`src/rtl/vmm_pkg.sv`:
```
// vmm_pkg: types and defaults shared by the VMM datapath blocks
//   state_t    : sequencer state encoding (IDLE, SHIFT, DONE)
//   DEF_WIDTH  : default operand/result width
package vmm_pkg;
    localparam int DEF_WIDTH = 8;
    typedef enum logic [1:0] {IDLE, SHIFT, DONE} state_t;
endpackage

```
`src/rtl/serial_fa_cell.sv`:
```
// serial_fa_cell: bit-serial full adder with a registered carry
//   clk, rst          : clock, async active-high reset
//   a, b              : operand bits for this cycle
//   cin_load, cin_val : overwrite the carry flop with cin_val
//   en                : advance the carry by one bit position
//   s                 : combinational sum bit of a, b and the stored carry
//   cout              : stored carry
module serial_fa_cell (
    input  logic clk,
    input  logic rst,
    input  logic a,
    input  logic b,
    input  logic cin_load,
    input  logic cin_val,
    input  logic en,
    output logic s,
    output logic cout
);
    logic c;
    always_ff @(posedge clk or posedge rst)
        if (rst) c <= 1'b0;
        else if (cin_load) c <= cin_val;
        else if (en) c <= (a & b) | (a & c) | (b & c);
    assign s    = a ^ b ^ c;
    assign cout = c;
endmodule

```
`src/rtl/serial_addsub_seq.sv`:
```
// serial_addsub_seq: LSB-first bit-serial add/sub sequencer with valid/ready ends
//   clk, rst                          : clock, async active-high reset
//   in_valid/in_ready, op_a, op_b, sub : operand pair handshake (sub=1: A-B)
//   abort                             : cancel the operation in flight
//   busy                              : high while bits are being processed
//   out_valid/out_ready               : result handshake
//   result, carry_out, ovf            : sum/difference, final carry, signed overflow
module serial_addsub_seq import vmm_pkg::*; #(
    parameter int WIDTH = DEF_WIDTH
) (
    input  logic             clk,
    input  logic             rst,
    input  logic             in_valid,
    output logic             in_ready,
    input  logic [WIDTH-1:0] op_a,
    input  logic [WIDTH-1:0] op_b,
    input  logic             sub,
    input  logic             abort,
    output logic             busy,
    output logic             out_valid,
    input  logic             out_ready,
    output logic [WIDTH-1:0] result,
    output logic             carry_out,
    output logic             ovf
);
    localparam int CNT_W = $clog2(WIDTH);
    state_t state, nxt;
    logic [WIDTH-1:0] a_sh, b_sh, res;
    logic [CNT_W-1:0] cnt;
    logic msb_a, msb_b_eff, accept, last, step, s_bit;
    assign accept = (state == IDLE) & in_valid & ~abort;
    assign last   = cnt == CNT_W'(WIDTH - 1);
    assign step   = (state == SHIFT) & ~abort;
    // Subtraction is A + ~B + 1: B is inverted on load and the carry seeded with sub.
    // An abort outside IDLE reloads the carry with 0 to clear it.
    serial_fa_cell u_fa (
        .clk      (clk),
        .rst      (rst),
        .a        (a_sh[0]),
        .b        (b_sh[0]),
        .cin_load (accept | (abort & (state != IDLE))),
        .cin_val  (accept & sub),
        .en       (step),
        .s        (s_bit),
        .cout     (carry_out)
    );
    always_ff @(posedge clk or posedge rst)
        if (rst) state <= IDLE;
        else state <= nxt;
    always_comb begin
        nxt       = state;
        in_ready  = state == IDLE;
        busy      = state == SHIFT;
        out_valid = state == DONE;
        case (state)
            IDLE:    nxt = accept ? SHIFT : IDLE;
            SHIFT:   nxt = abort ? IDLE : (last ? DONE : SHIFT);
            DONE:    nxt = (abort | out_ready) ? IDLE : DONE;
            default: nxt = IDLE;
        endcase
    end
    always_ff @(posedge clk or posedge rst)
        if (rst) begin
            a_sh      <= '0;
            b_sh      <= '0;
            res       <= '0;
            cnt       <= '0;
            msb_a     <= 1'b0;
            msb_b_eff <= 1'b0;
        end else if (accept) begin
            a_sh      <= op_a;
            b_sh      <= op_b ^ {WIDTH{sub}};
            cnt       <= '0;
            msb_a     <= op_a[WIDTH-1];
            msb_b_eff <= op_b[WIDTH-1] ^ sub;
        end else if (step) begin
            a_sh <= a_sh >> 1;
            b_sh <= b_sh >> 1;
            res  <= {s_bit, res[WIDTH-1:1]};
            if (!last) cnt <= cnt + CNT_W'(1);
        end
    assign result = res;
    assign ovf    = (msb_a == msb_b_eff) & (res[WIDTH-1] != msb_a);
endmodule

```
`config.mk`:
```
export PLATFORM = sky130hd
export DESIGN_NAME = serial_addsub_seq
export DESIGN_NICKNAME = d
export VERILOG_FILES = /design/src/rtl/vmm_pkg.sv /design/src/rtl/serial_fa_cell.sv /design/src/rtl/serial_addsub_seq.sv
export SDC_FILE = /design/constraint.sdc
export NUM_CORES = 1
export LEC_CHECK = 0
export CAP_MARGIN = 20
export CORE_MARGIN = 2
export CORE_UTILIZATION = 65
export CTS_BUF_LIST = sky130_fd_sc_hd__clkbuf_4
export DETAILED_ROUTE_END_ITERATION = 8
export DONT_BUFFER_PORTS = 1
export HOLD_SLACK_MARGIN = 0.15
export PLACE_DENSITY_LB_ADDON = 0.08
export SLEW_MARGIN = 10
export SYNTH_ARGS = -nofsm -noshare
export SYNTH_HDL_FRONTEND = slang
export SYNTH_SLANG_ARGS = --single-unit
```
`constraint.sdc`:
```
create_clock -name clk -period 3.75 [get_ports clk]
set_clock_uncertainty 0.05 [all_clocks]
set_input_delay 1.125 -clock clk [delete_from_list [all_inputs] [get_ports clk]]
set_output_delay 1.125 -clock clk [all_outputs]
set_load 0.02 [all_outputs]
```
==> summary.txt <==
Clock tree
  – Worst-case clock buffer depth: 2
  – TritonCTS clock tree: yes
  – Hold buffer count at cts: 0
  – CTS Sinks: 32
  – Resize count post-CTS: 0
  – Post-CTS Repair Setup Buffers: 0
  – H-tree depth: 2
  – CTS Buf Count: 5
  – Clk_lat worst skew: approximately 320 ps
  – Reg clk slew, reported paths: 100 ps
  – Root Driver: clkbuf_4

GRT
  – Largest net degree at the start of global routing: 33
  – First-pass GRT wire length: slightly below 5 mm
  – GRT Resource Usage Total: 24.79%
  – Number of global-route vias before repair: around 1100
  – Total grt overflow: 0
  – Initial antenna violation count: 0

Synthesis
  – Mapped cell area: 0.001548 mm^2
  – Synth Area in Simple Gates: around a fifth
  – Mean Syn Cell Area: ~9.9 um^2
  – Compound-gate portion of the synthesized area: 14.23%
  – Post-synthesis xor/xnor area fraction: under 10%
  – Dominant cells by area after synthesis: dfrtp_1 (52%), nand2_1 (11%), a22oi_1 (6.8%)
  – Number of enable flip-flop cells after synthesis: 0
  – Syn Nets: approximately 180
  – Warnings from Yosys: 0
  – Synth Area in Adders: 2.910%
  – Post-synth top area cell: dfrtp_1
  – Ys async rst share: 100.0%
  – Synth unique cells: 29
  – Largest family of logic cells by synthesized area: simple AND/OR/NAND/NOR gates
  – Mux cell area share after synthesis: 0%
  – Flops & latches, synth: 32
  – Ys flop type: dfrtp_1
  – Synth top area share: 51.74%
  – Syn Inst Count: about 160
  – Seq/Total Area, Yosys: between 50% and 60%

Setup path
  – Critical path capture point type: output pin
  – CP bufs+invs: 0
  – Critical Path Slowest Stage Cell: o21ai_0
  – CP required: 2570 ps
  – CP max stage delay: roughly 570 ps
  – CP top delay family: compound AO/OA/AOI/OAI gates
  – Worst Setup Start Kind: register
  – Crit path cell chain: o21ai_0
  – Crit path DAT: 1390 ps
  – Critical path class: register to output pin
  – CP max FO: 5

Pwr
  – Total power: around 1000 uW
  – Power Density: 632.0 mW/mm^2
  – Static Leakage: slightly below 0.0008 uW
  – Peak supply drop: 0.0005445 V

STA
  – Period minus WS final: between 2000 and 3000 ps
  – RSZ-0062 raised after global routing: false
  – Final hold viol count: 0
  – Max_slew headroom: between 40% and 50%
  – Final setup viols: 0
  – Transition time of the tightest slew-check pin: 795.4 ps
  – Final Worst Setup Slack: around 1200 ps
  – Tcrit/Tclk final: between 60% and 70%
  – Setup_tns: 0 ps
  – Achievable Freq: between 0.3 and 0.4 GHz
  – Max-slew violations: 0

Drt
  – Vias per cell: 5.881
  – Via count: around 1100
  – Routed length on met3: approximately 150 um
  – Total wire length after detailed routing: between 2 and 3 mm
  – # DRC: 0
  – Initial drt markers: 38
  – Top sig layer: met4
  – Met2 routed WL: 1.469 mm
  – Drt pass-1 iters: 4
  – M1 WL: roughly 1.3 mm
  – DRT antenna net count: 0
  – Post-DR wirelength/cell: about 16 um

Placed design
  – Gp weighted congestion: between 0.7 and 0.8
  – DPL Wire Length: 2.102 mm
  – # port buffers: 0
  – Pre-CTS setup slack: 1276 ps

Cells and area
  – Commonest cells after routing, fill and taps aside: nand2_1 (45), dfrtp_1 (32), a22oi_1 (14)
  – Most common cell after layout, fill and taps aside: nand2_1
  – Diode count: 0
  – Share of cells above drive strength 1: about 11%
  – Nets: around 180
  – Synth-to-layout area growth: 4.770%

Min path
  – Worst hold path class: register to register

Run status
  – Status: finished, final reports clean

Floorplanning
  – Die width: between 50 and 60 um
  – Core Footprint: ~0.0022 mm^2
  – Starting Density: slightly below 70%
  – Die area: 0.002787 mm^2
  – Num rows: 17
  – Num ports: 35
  – Die height: around 53 um

Run
  – Maxcap violations: 0
-- worst paths after layout --
check / startpoint / end / slack (ps) / cells past startpoint
hold / removal: a_sh[3]$_DFFE_PP0P_ / a_sh[3]$_DFFE_PP0P_ / 460 / 2
min in group asynchronous: rst / state[0]$_DFF_PP0_ / 710 / 2
max in group asynchronous: rst / cnt[0]$_DFFE_PP0P_ / 2650 / 2
setup reg to reg: state[1]$_DFF_PP0_ / b_sh[6]$_DFFE_PP0P_ / 1850 / 3
setup / recovery: result[7]$_DFFE_PP0P_ / ovf / 1190 / 1
hold reg to reg: a_sh[3]$_DFFE_PP0P_ / a_sh[3]$_DFFE_PP0P_ / 460 / 2
-- synthesized netlist by cell type (2+ instances only) --
library cell,count
buf_4,2
dfrtp_1,32
nand2_1,45
buf_2,6
xnor2_1,9
nand3_1,6
inv_1,2
a21oi_1,8
buf_6,2
o21ai_0,5
nor2_1,7
ha_1,2
a22oi_1,14
-- cell type report --
cell class | instances | area, um^2
fill | 178 | 611.8
timing repair buffer | 4 | 30.03
clock buffer | 6 | 45.04
clock inverter | 2 | 35.03
multi-input combinational | 111 | 668.1
sequential | 32 | 800.8
tap | 28 | 35.03
inverter | 2 | 7.507
-- through the flow --
stage	utilization, %	hold WS (ps)	area, um^2	std cells
3_5_place_dp	69.02	442.8	1541	177
6_report	72.61	464.0	1622	185
5_1_grt	72.61	485.7	1622	185
2_1_floorplan	-	416.2	1548	156
4_1_cts	72.61	468.0	1622	185
3_3_place_gp	69.02	433.6	1541	177
-- worst register-to-register path: cells and delay by family, from the launching register on --
family / cells / cell delay [ps]
compound gates: 1 / 330
flops: 1 / 510
simple gates: 2 / 910
-- cells by family (layout without fill, tap and decap cells) --
kind of cell             after synthesis  in the layout
XOR/XNOR                               9              9
AO/OA/AOI/OAI                         32             32
AND/OR/NAND/NOR                       67             67
flip-flops                            32             32
adder cells (fa/ha/maj)                3              3
buffers and inverters                 13             14
-- report_power, final --
| group | internal [uW] | leakage [uW] | total, uW | switching, uW |
|---|---|---|---|---|
| registers | 444 | 0.000405 | 575 | 131 |
| logic | 85.3 | 0.000329 | 190 | 105 |
| clock network | 147 | 0.0000456 | 260 | 113 |
| total | 676 | 0.000780 | 1020 | 349 |
-- sequential cells by signal, indices dropped and copies added, names as in the netlist --
signal	flops
msb_b_eff	1
u_fa.cout	1
msb_a	1
result	8
b_sh	8
cnt	3
state	2
a_sh	8
-- per-layer routing --
layer | up-vias | global-route usage (%)
li1 | 530 | -
met1 | 524 | 28.05
met2 | 29 | 43.75
met3 | 5 | 9.143
met4 | 0 | 6.410
met5 | - | 0
Power figures use the tool's default switching activity.
